--- src/rtl/digit_accum_reg.sv ---
// Multi-digit entry register: MS-digit-first shift-in with count, full/overflow and commit/hold.
// Optional backspace support is enabled by defining DIGIT_ACC_BACKSPACE_EN.
module digit_accum_reg #(
  parameter int DIGIT_W    = 4,
  parameter int MAX_DIGITS = 4,
  localparam int NUM_W     = DIGIT_W * MAX_DIGITS,
  localparam int CNT_W     = $clog2(MAX_DIGITS + 1)
) (
  input  logic               clk,
  input  logic               reset,
  input  logic               clear,
  input  logic               digit_valid,
  output logic               digit_ready,
  input  logic [DIGIT_W-1:0] digit_in,
  input  logic               backspace,
  input  logic               commit,
  output logic [NUM_W-1:0]   number_out,
  output logic [CNT_W-1:0]   digit_cnt,
  output logic               full,
  output logic               overflow,
  output logic [NUM_W-1:0]   value_out,
  output logic               value_valid
);

  typedef enum logic [1:0] {
    EMPTY = 2'd0,
    ENTRY = 2'd1,
    FULL  = 2'd2,
    HELD  = 2'd3
  } state_t;

  state_t             state_reg, state_next;
  logic [NUM_W-1:0]   number_reg, number_next;
  logic [CNT_W-1:0]   cnt_reg, cnt_next;
  logic [NUM_W-1:0]   value_reg, value_next;
  logic               overflow_reg, overflow_next;
  logic               valid_reg, valid_next;

  always_ff @(posedge clk or posedge reset) begin
    if (reset) begin
      state_reg    <= EMPTY;
      number_reg   <= '0;
      cnt_reg      <= '0;
      value_reg    <= '0;
      overflow_reg <= 1'b0;
      valid_reg    <= 1'b0;
    end else begin
      state_reg    <= state_next;
      number_reg   <= number_next;
      cnt_reg      <= cnt_next;
      value_reg    <= value_next;
      overflow_reg <= overflow_next;
      valid_reg    <= valid_next;
    end
  end

  // Event priority: clear > commit > backspace > digit; losers are simply dropped.
  always_comb begin
    state_next    = state_reg;
    number_next   = number_reg;
    cnt_next      = cnt_reg;
    value_next    = value_reg;
    overflow_next = 1'b0;
    valid_next    = 1'b0;
    if (clear) begin
      number_next = '0;
      cnt_next    = '0;
      state_next  = EMPTY;
    end else if (commit) begin
      value_next = number_reg;
      valid_next = 1'b1;
      state_next = HELD;
    end
`ifdef DIGIT_ACC_BACKSPACE_EN
    else if (backspace) begin
      if (state_reg == ENTRY || state_reg == FULL) begin
        number_next = number_reg >> DIGIT_W;
        cnt_next    = cnt_reg - CNT_W'(1);
        state_next  = (cnt_next == '0) ? EMPTY : ENTRY;
      end
    end
`endif
    else if (digit_valid) begin
      if (state_reg == FULL) begin
        overflow_next = 1'b1;
      end else begin
        if (state_reg == HELD) begin
          number_next = NUM_W'(digit_in);
          cnt_next    = CNT_W'(1);
        end else begin
          number_next = (number_reg << DIGIT_W) | NUM_W'(digit_in);
          cnt_next    = cnt_reg + CNT_W'(1);
        end
        state_next = (cnt_next == CNT_W'(MAX_DIGITS)) ? FULL : ENTRY;
      end
    end
  end

`ifndef DIGIT_ACC_BACKSPACE_EN
  logic unused_backspace;
  assign unused_backspace = backspace;
`endif

  assign digit_ready = (state_reg != FULL);
  assign full        = (state_reg == FULL);
  assign number_out  = number_reg;
  assign digit_cnt   = cnt_reg;
  assign value_out   = value_reg;
  assign overflow    = overflow_reg;
  assign value_valid = valid_reg;

endmodule
--- config.mk ---
export PLATFORM = sky130hd
export DESIGN_NAME = digit_accum_reg
export DESIGN_NICKNAME = d
export VERILOG_FILES = /design/src/rtl/digit_accum_reg.sv
export SDC_FILE = /design/constraint.sdc
export NUM_CORES = 1
export LEC_CHECK = 0
export ABC_AREA = 1
export CORE_ASPECT_RATIO = 0.8
export CORE_MARGIN = 1.5
export CORE_UTILIZATION = 42
export CTS_CLUSTER_DIAMETER = 120
export DETAILED_ROUTE_END_ITERATION = 10
export MAX_ROUTING_LAYER = met4
export PLACE_DENSITY = 0.8
export SLEW_MARGIN = 20
export SYNTH_ARGS = -nofsm -noshare
export SYNTH_HDL_FRONTEND = slang
export SYNTH_SLANG_ARGS = --single-unit
--- constraint.sdc ---
create_clock -name clk -period 1.05 [get_ports clk]
set_input_delay 0.21 -clock clk [delete_from_list [all_inputs] [get_ports clk]]
set_output_delay 0.21 -clock clk [all_outputs]
set_load 0.03 [all_outputs]
==> impl_results.md <==
- Cell total after placement: 299
- Post-cts hold buffer count: 0
- WL/cell: 14.5 um
- Insertion delay to the later sink of the worst-skew pair: 0.29 ns
- Most common cell after layout, fill and taps aside: nand2_1
- VDD IR-drop max: 0.963 mV
- Failing checks: negative setup slack
- Final Non-Filler Cells: 349
- Synthesized area per cell: 9.12 um^2
- Final Net Count: 305
- Final setup margin: -0.288 ns
- Pre-antenna DRT Iters: 4
- Ys Warns: 0
- CP Max Fanout: 2
- CP endpoint kind: output pin
- First-pass GRT wire length: 7.76 mm
- Drc violations: 0
- Flops & latches, synth: 39
- Clk sink count: 39
- RSZ-0062 raised after global routing: true
- Post-Syn Area: 1690 um^2
- Worst-margin pin slew: 0.228 ns
- DP Wirelength: 2.50 mm
- Routability cong.: 0.871
- Commonest cells after routing, fill and taps aside: nand2_1, buf_6, buf_4, dfrtp_1, nand2_2
- Starting Density: 44.1%
- CORE AREA: 3830 um^2
- WP data arrival: 1.13 ns
- Ports: 49
- CP startpoint: state_reg[1]$_DFFE_PP0P_
- Area Overhead vs Synth: 81.6%
- Seq/Total Area, Yosys: 57.9%
- WL final: 5.05 mm
- Vias per cell: 4.81
- Max-capacitance violation count: 0
- Port buffer count: 47
- Endpoints failing setup: 33
- Final hold slack: 0.201 ns
- Final worst-path cycle share: 127%
- Fin crit period: 1.34 ns
- Clock Skew: 0.00802 ns
- Share of layout cells above drive strength 1: 55.1%
- Max-slew headroom: 84.8%
- Cts bufs inserted: 5
- Status: complete, but fails checks
- H-tree lvl count: 2
- Tot Pwr: 0.00423 W
- DR iter-0 viols: 61
- Fmax: 747 MHz
- GR Overflow Total: 0
- Final Hold Fails: 0
- Pwr dens: 1380 nW/um^2
- Hold Crit Class: primary input to async pin
- Clock buffer depth: 2
- Mapped Cells: 185
- R2r startpoint: state_reg[1]$_DFFE_PP0P_
- Die H: 59.7 um
- Clk root buf: clkbuf_8
- Worst Setup Path Type: flop to output pin
- Synth Net Count: 196
- Rows: 20
- Clock slew at reported path FFs: 0.07 ns
- Final slew viol count: 0
- Pleak: 1.57 nW
- Yosys cell types: 17
- N_diodes: 0
- Die X: 73.9 um
- TritonCTS clock tree: done
- Number of global-route vias before repair: 1567
- Initial antenna violation count: 0
- CP required: 0.84 ns
- Largest net degree at the start of global routing: 17
- Vias: 1678
- GRT Resource Usage Total: 25.1%
- Routed Antenna Nets: 0
- Die area: 4410 um^2
- Critical Path Source Type: flop
==> cell type report <==
| type | instances | area (um^2) |
|---|---|---|
| Timing Repair Buffer | 105 | 1060 |
| Inverter | 8 | 37.5 |
| Multi-Input combinational cell | 135 | 817 |
| Fill cell | 220 | 766 |
| Clock inverter | 1 | 30.0 |
| Tap cell | 55 | 68.8 |
| Sequential cell | 39 | 980 |
| Clock buffer | 6 | 72.6 |
==> worst paths after layout <==
kind / to / slack (ns) / cells past startpoint
max: full / -0.29 / 4
min: value_out[8]$_DFFE_PP0P_ / 0.20 / 2
max reg2reg: digit_cnt[2]$_DFFE_PP0P_ / -0.18 / 7
min reg2reg: value_out[9]$_DFFE_PP0P_ / 0.49 / 2
max in group asynchronous: digit_cnt[1]$_DFFE_PP0P_ / 0.52 / 3
min in group clk: overflow$_DFF_PP0_ / 0.34 / 3
==> stage by stage <==
step | worst slack (ns) | util (%) | area, um^2 | setup TNS (ns)
floorplan | -0.273 | - | 1730 | -4.80
global placement | -0.417 | 60.4 | 2310 | -13.77
detailed placement | -0.476 | 60.4 | 2310 | -15.03
CTS | -0.283 | 76.7 | 2940 | -3.73
global route | -0.339 | 80.0 | 3060 | -5.99
finish | -0.288 | 80.0 | 3060 | -4.21
==> worst max-delay path, stage by stage (launching register included) <==
cell,delay (ns)
dfrtp_1,0.40
nand2_4,0.09
clkinvlp_4,0.10
buf_6,0.12
buf_6,0.13
==> kinds of logic after synthesis <==
logic type / count (synthesis) / share of synthesized area, %
AND/OR/NAND/NOR: 110 / 26.5
flip-flops: 39 / 57.9
AO/OA/AOI/OAI: 21 / 9.79
buffers and inverters: 14 / 5.12
adder cells (fa/ha/maj): 1 / 0.742
==> repair_timing <==
item	in CTS	in global routing
buffers inserted	26	12
gates cloned	5	0
gates resized for setup	71	11
setup endpoints to repair	73	58
pin swaps	6	6
==> synthesized netlist by cell type (all sizes together) <==
master	n	share of area, %
nand2	102	24
dfrtp	39	58
o21ai	20	9.5
inv	8	1.8
buf	5	3.1
nor2	5	1.6
nand3	2	0.89
a21oi	1	0.30
clkbuf	1	0.22
ha	1	0.74
nor3	1	0.30
==> where the power goes <==
part | internal, W | switching [W]
sequential | 0.00162 | 0.0000981
clock | 0.000696 | 0.000497
combinational | 0.000619 | 0.000701
total | 0.00293 | 0.00130
==> layer usage <==
layer | vias up | share of wire, % | global-route usage, % | routed length, um
li1 | 797 | - | - | -
met1 | 805 | 44 | 33.5 | 2220
met2 | 65 | 48 | 38.2 | 2440
met3 | 11 | 5.8 | 4.89 | 291
met4 | 0 | 1.8 | 9.52 | 89
met5 | - | 0 | - | 0
No activity file was read; power rests on OpenSTA's default activity.
==> RTL edit 1 (same settings) <==
Add a define of `DIGIT_ACC_BACKSPACE_EN`.
--- a/src/rtl/digit_accum_reg.sv
+++ b/src/rtl/digit_accum_reg.sv
@@ -1,5 +1,7 @@
 // Multi-digit entry register: MS-digit-first shift-in with count, full/overflow and commit/hold.
 // Optional backspace support is enabled by defining DIGIT_ACC_BACKSPACE_EN.
+`define DIGIT_ACC_BACKSPACE_EN
+
 module digit_accum_reg #(
   parameter int DIGIT_W    = 4,
   parameter int MAX_DIGITS = 4,
Check against the original RTL: not equivalent (Yosys sat finds a counterexample within 4 cycles, from zero or initial values and one cycle with reset high).
==> RTL edit 1 against the original RTL <==
- the flow still finishes with violations (setup timing)
- final area is 2.4% lower
- setup slack worse by 0.13 ns
- global-route usage is 2.0 points lower
- register-to-register slack worse by 0.23 ns
- first-iteration DRC count is 110% higher
- area after synthesis is 7.1% higher
- total power is 4.3% lower
- final cell count is 3.2% higher
- clock skew is 0.0036 ns lower
- clock power is 15% lower
- count of clock-buffer cells in the layout stayed put
- sequential cell count stayed put
- routed wire length is 1.5% higher
- highest routed layer unchanged
==> RTL edit 1: results (changes against the original RTL) <==
run status: complete, but fails checks
violated checks: setup timing
Num CTS Buffers: 5 (unchanged)
PortBufs: 48 (+2.1%)
hold path cells: 2
ANT cells: 0 (unchanged)
Net Sw Frac: 0.334 (+0.0271)
clock skew: 0.00437 ns (-0.00365 ns)
nets: 317 (+3.9%)
worst slew pin tran: 0.368 ns (+0.139 ns)
global router's overall resource usage: 0.231 (-0.0199)
slowest library cell on the worst path: dfrtp_1
post-CTS resize count: 59 (-17%)
async set-reset flop share out of synthesis: 1.00 (unchanged)
post-synthesis adder-cell area fraction: 0.0346 (+0.0272)
r2r worst-path depth: 11 (+4)
number of global-route vias before repair: 1664 (+6.2%)
worst path arrival time: 1.65 ns (+0.52 ns)
Synth Area in XOR/XNOR: 0 (unchanged)
synth cell count leaders: nand2_1, dfrtp_1, o21ai_0
kind of cell adding the most delay to the critical path: buffers and inverters
hold wc startpoint: clear
global-route wire length before repair: 7970 um (+2.8%)
hpwl dp: 3060 um (+23%)
fin worst setup slack: -0.414 ns (-0.126 ns)
top post-synthesis cells by area: dfrtp_1, nand2_1, o21ai_0
H-tree Lvls: 2 (unchanged)
Via Count: 1772 (+5.6%)
ratio of cells with drive above 1 in the final layout: 0.436 (-0.115)
Worst-Skew Late Latency: 0.30 ns
CTS root buf: clkbuf_8
Final Setup Violations: 42 (+27%)
CTS max path bufs: 2 (unchanged)
number of fill cells: 307 (+40%)
DRT Pass-1 Iters: 4 (unchanged)
Max stage delay on crit path: 0.39 ns
routability cong.: 0.771 (-11%)
Synth Area in Compound Gates: 0.154 (+0.0565)
post-CTS setup buffers: 17 (-35%)
Hold Path Class: in -> reg
crit-path max FO: 8 (+6)
Mapped Nets: 219 (+12%)
Yosys warning count: 0 (unchanged)
reg2reg start: state_reg[0]
R2R Path End: number_out[11]
Post-synth top flop: dfrtp_1
Hold Path End: overflow
Clock transition at path regs: 0.08 ns
Max VDD drop: 0.000851 V (-12%)
largest net degree at the start of global routing: 40 (+23)
placed instance area: 0.00245 mm2 (+6.0%)
Pleak: 1.46 nW (-6.6%)
sequential area share after synthesis: 0.540 (-0.0385)
routed len/inst: 14.2 um (-1.6%)
Cell variety after synth: 22 (+5)
initial antenna violation count: 0 (unchanged)
1st-iter DRT viols: 128 (+110%)
mux cell area share after synthesis: 0 (unchanged)
-- RTL edit 1: changes by cell type after synthesis, sizes merged, moves of 4 or more --
cell | before | now
nand2 | 102 | 56
o21ai | 20 | 41
inv | 8 | 28
o22ai | 0 | 8
nand3 | 2 | 8
ha | 1 | 5
-- RTL edit 1: power by group through the flow --
stage	clock network (mW)	registers, mW	logic [mW]
after CTS	1.01	1.68	1.34
after global routing	1.08	1.69	1.47
final	1.01	1.68	1.36
after global placement	0	1.70	1.05
after detailed placement	0	1.70	1.07
after floorplan	0	1.87	0.428
-- RTL edit 1: stage by stage --
stage	TNS [ns]	instances	hold WS, ns	setup WS [ns]
floorplan	-10.29	204	0.182	-0.525
global placement	-18.81	327	0.467	-0.555
detailed placement	-21.07	327	0.475	-0.660
CTS	-9.59	354	0.304	-0.413
global route	-11.90	360	0.227	-0.509
finish	-9.14	360	0.214	-0.414
-- RTL edit 1: worst max-delay path by stage --
| stage | from | endpoint | slack, ns | cells past startpoint |
|---|---|---|---|---|
| after detailed placement | clear | number_out[13] | -0.66 | 8 |
| after CTS | state_reg[0] | number_out[10] | -0.41 | 11 |
| after global routing | state_reg[0] | number_out[11] | -0.51 | 11 |
| after global placement | clear | number_out[6] | -0.55 | 8 |
| final | state_reg[0] | number_out[11] | -0.41 | 11 |
| after floorplan | state_reg[0] | number_out[4] | -0.52 | 10 |
-- RTL edit 1: final cells by class --
type,instances,area (um2),area share
Clock buffer,6,72.6,0.0243
Sequential cell,39,977,0.327
Clock inverter,2,12.5,0.00418
Timing Repair Buffer,99,976,0.326
Tap cell,57,71.3,0.0238
Inverter,28,113,0.0377
Multi-Input combinational cell,129,768,0.257
-- RTL edit 1: per-layer routing --
metal  track usage  wire length [um]
met1         0.287              2190
met2         0.375              2500
met3        0.0430               306
met4         0.111               121
met5             -                 0
==> RTL edit 2 (config.mk and constraints unchanged) <==
Made on the original files. The 4 states of `state_t` get a one-hot encoding in 4 bits.
--- a/src/rtl/digit_accum_reg.sv
+++ b/src/rtl/digit_accum_reg.sv
@@ -22,11 +22,11 @@
   output logic               value_valid
 );
 
-  typedef enum logic [1:0] {
-    EMPTY = 2'd0,
-    ENTRY = 2'd1,
-    FULL  = 2'd2,
-    HELD  = 2'd3
+  typedef enum logic [3:0] {
+    EMPTY = 4'b0001,
+    ENTRY = 4'b0010,
+    FULL  = 4'b0100,
+    HELD  = 4'b1000
   } state_t;
 
   state_t             state_reg, state_next;
Check against the original RTL: no difference found for any inputs over 10 cycles, from zero or initial values and one cycle with reset high; not proved beyond that.
==> RTL edit 2 against the original RTL <==
- the flow still finishes with violations (setup timing)
- routed wire length is 2.9% higher
- core utilization is 3.1 points lower
- area after synthesis is 3.4% higher
- sequential cell count is 2 higher
- final area is 2.6% lower
- via count is 6.4% higher
- setup slack better by 0.011 ns
- synthesized cell count is 8.6% higher
- count of clock-buffer cells in the layout is 1 higher
- sequential share of layout area is 2.5 points higher
- highest routed layer unchanged
Power is not compared: it rests on default switching activity, and its combinational part moved more than twofold at a synthesized area within 25%.
==> RTL edit 2: results (changes against the original RTL) <==
run status: complete, but fails checks
violated checks: setup timing
R2R Path End: digit_cnt[1]
Final Setup Violations: 42 (+27%)
fin worst setup slack: -0.277 ns (+0.0107 ns)
pre-CTS WS: -0.450 ns (+0.0253 ns)
grt met1 use: 0.295 (-0.0395)
setup TNS: -5.46 ns (-1.25 ns)
nets: 316 (+3.6%)
Routed met2 length: 2600 um (+6.2%)
number of fill cells: 231 (+5.0%)
Cells after Synth: 201 (+8.6%)
hpwl dp: 2890 um (+16%)
ratio of cells with drive above 1 in the final layout: 0.448 (-0.103)
post-CTS resize count: 63 (-11%)
GR Util met2: 0.373 (-0.00929)
largest net degree at the start of global routing: 25 (+8)
WHS: 0.309 ns (+0.107 ns)
crit-path max FO: 3 (+1)
clock skew: 0.0101 ns (+0.00209 ns)
routed len/inst: 14.4 um (-0.49%)
Via Count: 1785 (+6.4%)
post-CTS setup buffers: 28 (+7.7%)
routability cong.: 0.802 (-7.9%)
synth cell count leaders: nand2_1, dfrtp_1, nand4_1
sequential area share after synthesis: 0.589 (+0.0103)
met3 WL: 273 um (-6.2%)
vias per cell: 4.94 (+2.8%)
==> RTL edit 2: changes by cell type in the layout (fill, tap and decap cells not counted), sizes merged, moves of 5 or more <==
cell	unedited run	this run
buf	97	91
inv	6	11
nand2	105	116
nand4	0	14
nor2	5	11
o21ai	20	1
==> RTL edit 2: report_power, final <==
part	internal [mW]	switching [mW]
Combinational	0.246	0.313
Sequential	1.62	0.0363
Clock	0.534	0.551
==> RTL edit 2: layout make-up <==
cell class,count,area share
multi-input combinational,145,0.259
timing repair inverter,1,0.00252
clock inverter,1,0.00252
timing repair buffer,99,0.321
sequential,41,0.345
inverter,12,0.0180
clock buffer,7,0.0289
tap,55,0.0231
==> RTL edit 2: logic make-up after synthesis <==
logic type	count (synthesis)	synth area share
AOI/OAI and AO/OA	1	0.00287
adders and majority gates	1	0.00717
buffers and inverters	18	0.0538
DFF	41	0.589
and+or+nand+nor	140	0.347
